File: src/rtl/fft_frame_ctrl.sv
// Ping-pong frame scheduler: packs FIR samples into 16-sample frames and hands them to the FFT one at a time.
// Optional WAIT watchdog enabled by defining FRAME_CTRL_TIMEOUT_EN.
module fft_frame_ctrl #(
    parameter int WIDTH   = 16,
    parameter int TIMEOUT = 64
) (
    input  logic                clk,
    input  logic                rst,
    input  logic                fir_valid,
    input  logic [WIDTH-1:0]    fir_d,
    output logic                frame_valid,
    input  logic                frame_ready,
    output logic [16*WIDTH-1:0] frame_data,
    input  logic                ana_done,
    input  logic [3:0]          ana_freq,
    output logic                freq_valid,
    output logic [3:0]          freq,
    output logic                busy,
    output logic                overrun,
    output logic                timeout
);
    typedef enum logic [1:0] {IDLE, ISSUE, WAIT} state_t;

    state_t           state_reg, state_next;
    logic             wr_bank_reg, rd_bank_reg;
    logic [3:0]       wr_cnt_reg;
    logic [1:0]       full_reg, full_next;
    logic             freq_valid_reg, overrun_reg, timeout_reg;
    logic [3:0]       freq_reg;
    logic [WIDTH-1:0] mem [0:31];

    logic done_hit, expire, release_bank, wr_ok, wr_en, fill_done;

    assign done_hit = (state_reg == WAIT) && ana_done;

`ifdef FRAME_CTRL_TIMEOUT_EN
    localparam logic [7:0] WD_LAST = 8'(TIMEOUT - 1);
    logic [7:0] wd_cnt_reg;

    // Held at zero outside WAIT so every WAIT visit starts counting from entry.
    always_ff @(posedge clk) begin
        if (rst || state_reg != WAIT) begin
            wd_cnt_reg <= '0;
        end else begin
            wd_cnt_reg <= wd_cnt_reg + 8'd1;
        end
    end

    assign expire = (state_reg == WAIT) && !ana_done && (wd_cnt_reg == WD_LAST);
`else
    // Watchdog compiled out; TIMEOUT only keeps the parameter list identical across builds.
    assign expire = (TIMEOUT < 0);
`endif

    assign release_bank = done_hit || expire;
    assign wr_ok        = !full_reg[wr_bank_reg] || (release_bank && (rd_bank_reg == wr_bank_reg));
    assign wr_en        = fir_valid && wr_ok;
    assign fill_done    = wr_en && (wr_cnt_reg == 4'd15);

    always_ff @(posedge clk) begin
        if (wr_en) begin
            mem[{wr_bank_reg, wr_cnt_reg}] <= fir_d;
        end
    end

    always_comb begin
        full_next = full_reg;
        if (release_bank) begin
            full_next[rd_bank_reg] = 1'b0;
        end
        if (fill_done) begin
            full_next[wr_bank_reg] = 1'b1;
        end
    end

    always_ff @(posedge clk) begin
        if (rst) begin
            wr_bank_reg    <= 1'b0;
            rd_bank_reg    <= 1'b0;
            wr_cnt_reg     <= '0;
            full_reg       <= '0;
            overrun_reg    <= 1'b0;
            freq_valid_reg <= 1'b0;
            freq_reg       <= '0;
            timeout_reg    <= 1'b0;
        end else begin
            full_reg       <= full_next;
            freq_valid_reg <= done_hit;
            timeout_reg    <= expire;
            if (wr_en) begin
                wr_cnt_reg <= wr_cnt_reg + 4'd1;
            end
            if (fill_done) begin
                wr_bank_reg <= ~wr_bank_reg;
            end
            if (fir_valid && !wr_ok) begin
                overrun_reg <= 1'b1;
            end
            if (release_bank) begin
                rd_bank_reg <= ~rd_bank_reg;
            end
            if (done_hit) begin
                freq_reg <= ana_freq;
            end
        end
    end

    always_ff @(posedge clk) begin
        if (rst) begin
            state_reg <= IDLE;
        end else begin
            state_reg <= state_next;
        end
    end

    always_comb begin
        state_next = state_reg;
        case (state_reg)
            IDLE:    if (full_reg[rd_bank_reg]) state_next = ISSUE;
            ISSUE:   if (frame_ready)           state_next = WAIT;
            WAIT:    if (release_bank)          state_next = IDLE;
            default:                            state_next = IDLE;
        endcase
    end

    always_comb begin
        frame_valid = (state_reg == ISSUE);
        busy        = (state_reg != IDLE);
    end

    genvar gi;
    generate
        for (gi = 0; gi < 16; gi++) begin : g_frame
            assign frame_data[WIDTH*gi +: WIDTH] = frame_valid ? mem[{rd_bank_reg, 4'(gi)}] : '0;
        end
    endgenerate

    assign freq_valid = freq_valid_reg;
    assign freq       = freq_reg;
    assign overrun    = overrun_reg;
    assign timeout    = timeout_reg;
endmodule

File: config.mk
export PLATFORM = sky130hd
export DESIGN_NAME = fft_frame_ctrl
export DESIGN_NICKNAME = d
export VERILOG_FILES = /design/src/rtl/fft_frame_ctrl.sv
export SDC_FILE = /design/constraint.sdc
export NUM_CORES = 1
export LEC_CHECK = 0
export CAP_MARGIN = 10
export CORE_AREA = 5 5 243 245
export CTS_BUF_LIST = sky130_fd_sc_hd__clkbuf_4
export CTS_CLUSTER_DIAMETER = 40
export DETAILED_ROUTE_END_ITERATION = 8
export DIE_AREA = 0 0 248 250
export DONT_BUFFER_PORTS = 1
export SYNTH_ARGS = -nofsm -noshare
export SYNTH_HDL_FRONTEND = slang
export SYNTH_SLANG_ARGS = --single-unit
File: constraint.sdc
create_clock -name clk -period 5.8 [get_ports clk]
set_input_delay 1.16 -clock clk [delete_from_list [all_inputs] [get_ports clk]]
set_output_delay 1.16 -clock clk [all_outputs]
set_load 0.05 [all_outputs]
==> summary.txt, run 1 <==
Floorplanning
  • Die height: 250 um
  • Rows: 88
  • Core area: 0.0569 mm^2
  • Initial Utilization: 35.5%
  • IO Pins: 290
  • DIE AREA: 0.0620 mm^2
  • Die X: 248 um

STA
  • Post-route minimum period: 4530 ps
  • RSZ-0062 raised after global routing: false
  • Clk_skew: 63.8 ps
  • Setup TNS: 0 ps
  • Setup ws final: 1270 ps
  • Setup violations, final: 0
  • Hold Violations, Final: 0
  • Least-Margin Pin Slew: 1140 ps
  • Max-slew headroom: 23.4%
  • Worst Hold Margin: 286 ps
  • Final slew viol count: 0
  • Max frequency: 0.221 GHz
  • Fin crit share: 78.2%

Place
  • Dpl cell area: 0.0212 mm^2
  • GP Congestion: 0.731
  • HPWL Detailed: 28,700 um
  • Worst slack, placed: 2220 ps
  • Number of I/O port buffers: 0

Pwr
  • Overall power: 7480 uW
  • Leak Pwr: 0.00707 uW
  • Internal: 5990 uW
  • Sw Pwr: 1490 uW
  • Reg power frac: 56.4%
  • PD cells: 326 mW/mm^2
  • Switching Fraction: 19.9%
  • Clk pwr share: 43.0%
  • Logic pwr share: 0.6%
  • Max VDD drop: 0.000187 V

Setup path
  • CP startpoint kind: flip-flop
  • Worst EP arrival: 3370 ps
  • Critical Path End Type: output pin
  • CP required: 4640 ps
  • Crit Path Class: flip-flop to output pin
  • Crit-path max FO: 138

Clocking
  • Clk root buf: clkbuf_4
  • Post-cts hold buffer count: 0
  • CTS buffer count: 138
  • CTS tree: yes
  • Worst skew pair latency: 930 ps
  • CTS resizes: 0
  • Reg clk slew, reported paths: 70 ps
  • Largest buffer count on any clock path: 3
  • H-tree levels: 4
  • Clk sinks: 529
  • # Post-CTS Setup Buffers: 0

Routing
  • Per-cell routed wire length: 23.0 um
  • Post-route ant nets: 0
  • Starting DRT DRC Count: 698
  • Final WL: 50,300 um
  • Via-to-Cell Ratio: 4.78
  • Routed vias: 10,466
  • Pre-antenna DRT Iters: 5
  • Post-route DRC: 0

Yosys
  • Post-Synthesis Cells: 1,214
  • Largest cells by area after synthesis: edfxtp_1 76%, mux2i_1 13%, nor2_1 5.7%
  • Synth Area per Inst: 16.6 um^2
  • Synth area leader: edfxtp_1
  • YS warnings: 0
  • Async set-reset flop share out of synthesis: 0%
  • Top-count cell post-synth: edfxtp_1
  • Number of synthesized register bits: 529
  • Top post-synthesis cells by count: 512 x edfxtp_1, 306 x nor2_1, 262 x mux2i_1
  • Syn nets: 1,243
  • Post-synth top flop: edfxtp_1
  • Sequential area share after synthesis: 77.8%
  • Synth top area share: 76.1%
  • Unique masters post-synth: 37
  • EDFF count, synth: 512
  • Synth Cell Area: 0.0202 mm^2

Global routing
  • Total grt overflow: 0
  • Tot GR Track Use: 15.8%
  • First-pass GRT wire length: 70,400 um
  • Vias in the first global route: 10,695
  • Initial antenna violation count: 2
  • Largest net degree at the start of global routing: 139

Layout
  • Finished Cell Area: 0.0229 mm^2
  • Area growth, synth to finish: 13.6%
  • Largest register FFs: 512
  • Nets@finish: 1,350
  • Layout cells sized above 1: 19.2%

Job
  • MaxCap Viol Count: 0

Outcome
  • Status: finished, final reports clean

Min path
  • HP Class: input port to flip-flop
final timing paths:
kind	slack (ps)	cells past startpoint	from	end
max	1270	3	state_reg[0]$_SDFFE_PP0P_	frame_data[157]
min	290	1	rst	state_reg[1]$_SDFFE_PP0P_
max reg2reg	2790	4	wr_bank_reg$_SDFFE_PP0P_	mem[2][12]$_DFFE_PP_
min reg2reg	550	2	full_reg[0]$_SDFF_PP0_	full_reg[0]$_SDFF_PP0_
power by group through the flow:
| stage | registers [uW] | clock network, uW | logic, uW |
|---|---|---|---|
| finish | 4220 | 3220 | 47.3 |
| global route | 4220 | 3550 | 52.7 |
| CTS | 4220 | 3350 | 49.3 |
| detailed placement | 4300 | 0 | 48.9 |
| global placement | 4300 | 0 | 48.1 |
| floorplan | 4300 | 0 | 32.1 |
through the flow:
step / std cells / utilization (%)
global placement: 1945 / 37.2
floorplan: 1214 / -
detailed placement: 1946 / 37.2
global route: 2184 / 40.3
finish: 2188 / 40.3
CTS: 2182 / 40.3
kinds of logic after synthesis:
| family | after synthesis | synth area share, % |
|---|---|---|
| AO/OA/AOI/OAI | 10 | 0.483 |
| XOR/XNOR | 3 | 0.130 |
| adder cells (fa/ha/maj) | 4 | 0.248 |
| buffers and inverters | 71 | 1.72 |
| flip-flops | 529 | 77.8 |
| multiplexers | 264 | 13.1 |
| other | 1 | 0.0186 |
| AND/OR/NAND/NOR | 332 | 6.50 |
placed cells by master (no fill, tap or decap), types with 2 or more instances in the layout:
cell and instances:
clkbuf_4 202, buf_4 28, clkinvlp_4 2, dfxtp_1 16, clkinv_1 16, nor2b_1 3, clkinv_2 5, inv_2 6
buf_12 4, ha_1 4, nor2_1 296, diode_2 6, bufinv_16 4, inv_1 5, mux2i_1 262, or2_2 2
nand3b_1 4, xnor2_1 2, nand2_1 7, edfxtp_1 512, nor2_2 10, nand2b_1 2
layout make-up:
cell class | instances | area [um^2]
Fill cell | 5242 | 34000
Sequential cell | 529 | 15700
Multi-Input combinational cell | 614 | 4170
Clock buffer | 202 | 1520
Tap cell | 765 | 957
Timing Repair Buffer | 33 | 302
Clock inverter | 34 | 251
Inverter | 5 | 18.8
Antenna cell | 6 | 15.0
worst max-delay path, cell delays in order (launching register included):
cell,delay [ps]
dfxtp_1,480
nand2b_4,540
buf_12,470
nor2_1,840
routing by layer:
metal  global-route usage (%)  wire (um)
met1                     19.6      21100
met2                     25.4      24300
met3                     6.03       4050
met4                     5.68        862
met5                        0          0
(Power assumes the default switching activity.)
==> run 2: changes to the inputs <==
==> constraint.sdc (replaced) <==
create_clock -name clk -period 4.6 [get_ports clk]
set_input_delay 0.92 -clock clk [delete_from_list [all_inputs] [get_ports clk]]
set_output_delay 0.92 -clock clk [all_outputs]
set_load 0.05 [all_outputs]
==> summary.txt, run 2 (same netlist as run 1, synthesis figures left out) <==
Floorplanning
  • Die X: 248 um
  • Initial Utilization: 35.5%
  • Rows: 88
  • Core area: 0.0569 mm^2
  • IO Pins: 290
  • Die height: 250 um
  • DIE AREA: 0.0620 mm^2

Layout
  • Nets@finish: 1,377
  • Finished Cell Area: 0.0234 mm^2
  • Commonest non-fill, non-tap cell in the layout: edfxtp_1
  • Number of fill cells: 5,186
  • Area growth, synth to finish: 16.0%
  • Largest register FFs: 512
  • Post-Layout Cell Count: 2,215
  • Commonest cells after routing, fill and taps aside: 512 x edfxtp_1, 296 x nor2_1, 262 x mux2i_1, 209 x clkbuf_4, 31 x buf_4
  • Layout cells sized above 1: 20.4%

Place
  • Cells after DPL: 1,948
  • Worst slack, placed: 1420 ps
  • Dpl cell area: 0.0212 mm^2
  • GP Congestion: 0.748
  • HPWL Detailed: 29,000 um
  • Number of I/O port buffers: 0

STA
  • Final slew viol count: 0
  • Setup TNS: 0 ps
  • Max-slew headroom: 27.4%
  • Setup violations, final: 0
  • Post-route minimum period: 4030 ps
  • Worst Hold Margin: 193 ps
  • Max frequency: 0.248 GHz
  • Least-Margin Pin Slew: 1080 ps
  • Hold Violations, Final: 0
  • Clk_skew: 45.3 ps
  • Setup ws final: 573 ps
  • RSZ-0062 raised after global routing: false
  • Fin crit share: 87.6%

Routing
  • Highest metal used: met4
  • Final WL: 51,800 um
  • Wire length on met2: 25,200 um
  • Per-cell routed wire length: 23.4 um
  • Via-to-Cell Ratio: 4.80
  • Post-route ant nets: 0
  • Pre-antenna DRT Iters: 5
  • Post-route DRC: 0
  • Met3 routed WL: 3820 um
  • Met1 WL: 22,100 um
  • Routed vias: 10,630
  • Starting DRT DRC Count: 647

Min path
  • HP Class: input port to flip-flop
  • Hold Startpoint: rst
  • Hold endpoint: full_reg[1]$_SDFF_PP0_
  • Hold Path Depth: 2

Job
  • MaxCap Viol Count: 0

Setup path
  • FF-to-FF setup slack: 1770 ps
  • Crit-path max FO: 86
  • Worst r2r src: wr_bank_reg$_SDFFE_PP0P_
  • Path depth of the worst reg2reg path: 4
  • Critical Path End Type: output pin
  • CP required: 3680 ps
  • Worst EP arrival: 3110 ps
  • CP startpoint kind: flip-flop
  • Crit Path Class: flip-flop to output pin
  • Reg-to-reg endpoint: mem[6][11]$_DFFE_PP_

Global routing
  • First-pass GRT wire length: 73,700 um
  • Vias in the first global route: 11,050
  • Largest net degree at the start of global routing: 102
  • Tot GR Track Use: 16.4%
  • Total grt overflow: 0
  • Initial antenna violation count: 3

Pwr
  • Reg power frac: 54.4%
  • Logic pwr share: 2.1%
  • Switching Fraction: 21.0%
  • Internal: 7720 uW
  • Sw Pwr: 2050 uW
  • Clk pwr share: 43.5%
  • Leak Pwr: 0.00731 uW
  • PD cells: 417 mW/mm^2
  • Max VDD drop: 0.000348 V

Clocking
  • Clk sinks: 529
  • H-tree levels: 4
  • Reg clk slew, reported paths: 60 ps
  • CTS buffer count: 141
  • Largest buffer count on any clock path: 3
  • CTS tree: yes
  • Clk root buf: clkbuf_4
  • Worst skew pair latency: 930 ps

Outcome
  • Status: finished, final reports clean
## run 2: changes by cell type in the layout (fill, tap and decap cells not counted), sizes merged
cell         delta
bufinv          +1
inv             -2
clkinvlp        -1
buf            +18
diode           -4
clkinv          +2
clkbuf          +7
dlygate4sd3     +6
## run 2: worst max-delay path by stage
stage	start	cells after the start	end	slack [ps]
after global routing	flip-flop	3	frame_data[172]	320
after CTS	flip-flop	3	frame_data[30]	290
after detailed placement	flip-flop	3	frame_data[30]	1420
final	flip-flop	3	frame_data[221]	570
after global placement	flip-flop	3	frame_data[30]	1430
after floorplan	fir_valid	5	mem[15][0]$_DFFE_PP_	1970
## run 2: area by class of cell
| class | count | area (um^2) | share of cell area [%] |
|---|---|---|---|
| inverters | 5 | 18.8 | 0.0801 |
| clock inverters | 34 | 290 | 1.24 |
| diodes | 2 | 5.00 | 0.0214 |
| flip-flops and latches | 529 | 15700 | 67.1 |
| well taps | 765 | 957 | 4.08 |
| repair buffers | 57 | 708 | 3.02 |
| clock buffers | 209 | 1570 | 6.69 |
| multi-input cells | 614 | 4170 | 17.8 |
## run 2: timing repair
| action | in CTS | in global routing |
|---|---|---|
| hold endpoints to repair | 527 | 0 |
| setup buffers | 0 | 0 |
| hold buffers | 22 | 0 |
| resized for setup | 0 | 0 |
## run 2: per-stage QoR
stage	total power (uW)	util, %
2_1_floorplan	5460	-
3_3_place_gp	5480	37.2
3_5_place_dp	5480	37.2
4_1_cts	9930	41.2
5_1_grt	10200	41.2
6_report	9770	41.2
## run 2: layer usage
metal	vias to the layer above	GRT usage (%)
met1	5368	20.8
met2	373	26.3
met5	-	0
li1	4835	-
met3	54	6.28
met4	0	4.82
## run 2: worst max-delay path, cell delays in order (launching register included)
cell and delay (ps):
dfxtp_4 580, buf_12 470, mux2i_1 210, nor2_1 720
## run 2: power groups by stage
| stage | sequential, uW | clock (uW) | combinational, uW |
|---|---|---|---|
| CTS | 5320 | 4400 | 212 |
| finish | 5320 | 4250 | 205 |
| detailed placement | 5420 | 0 | 60.1 |
| floorplan | 5420 | 0 | 40.5 |
| global route | 5320 | 4680 | 220 |
| global placement | 5420 | 0 | 59.8 |
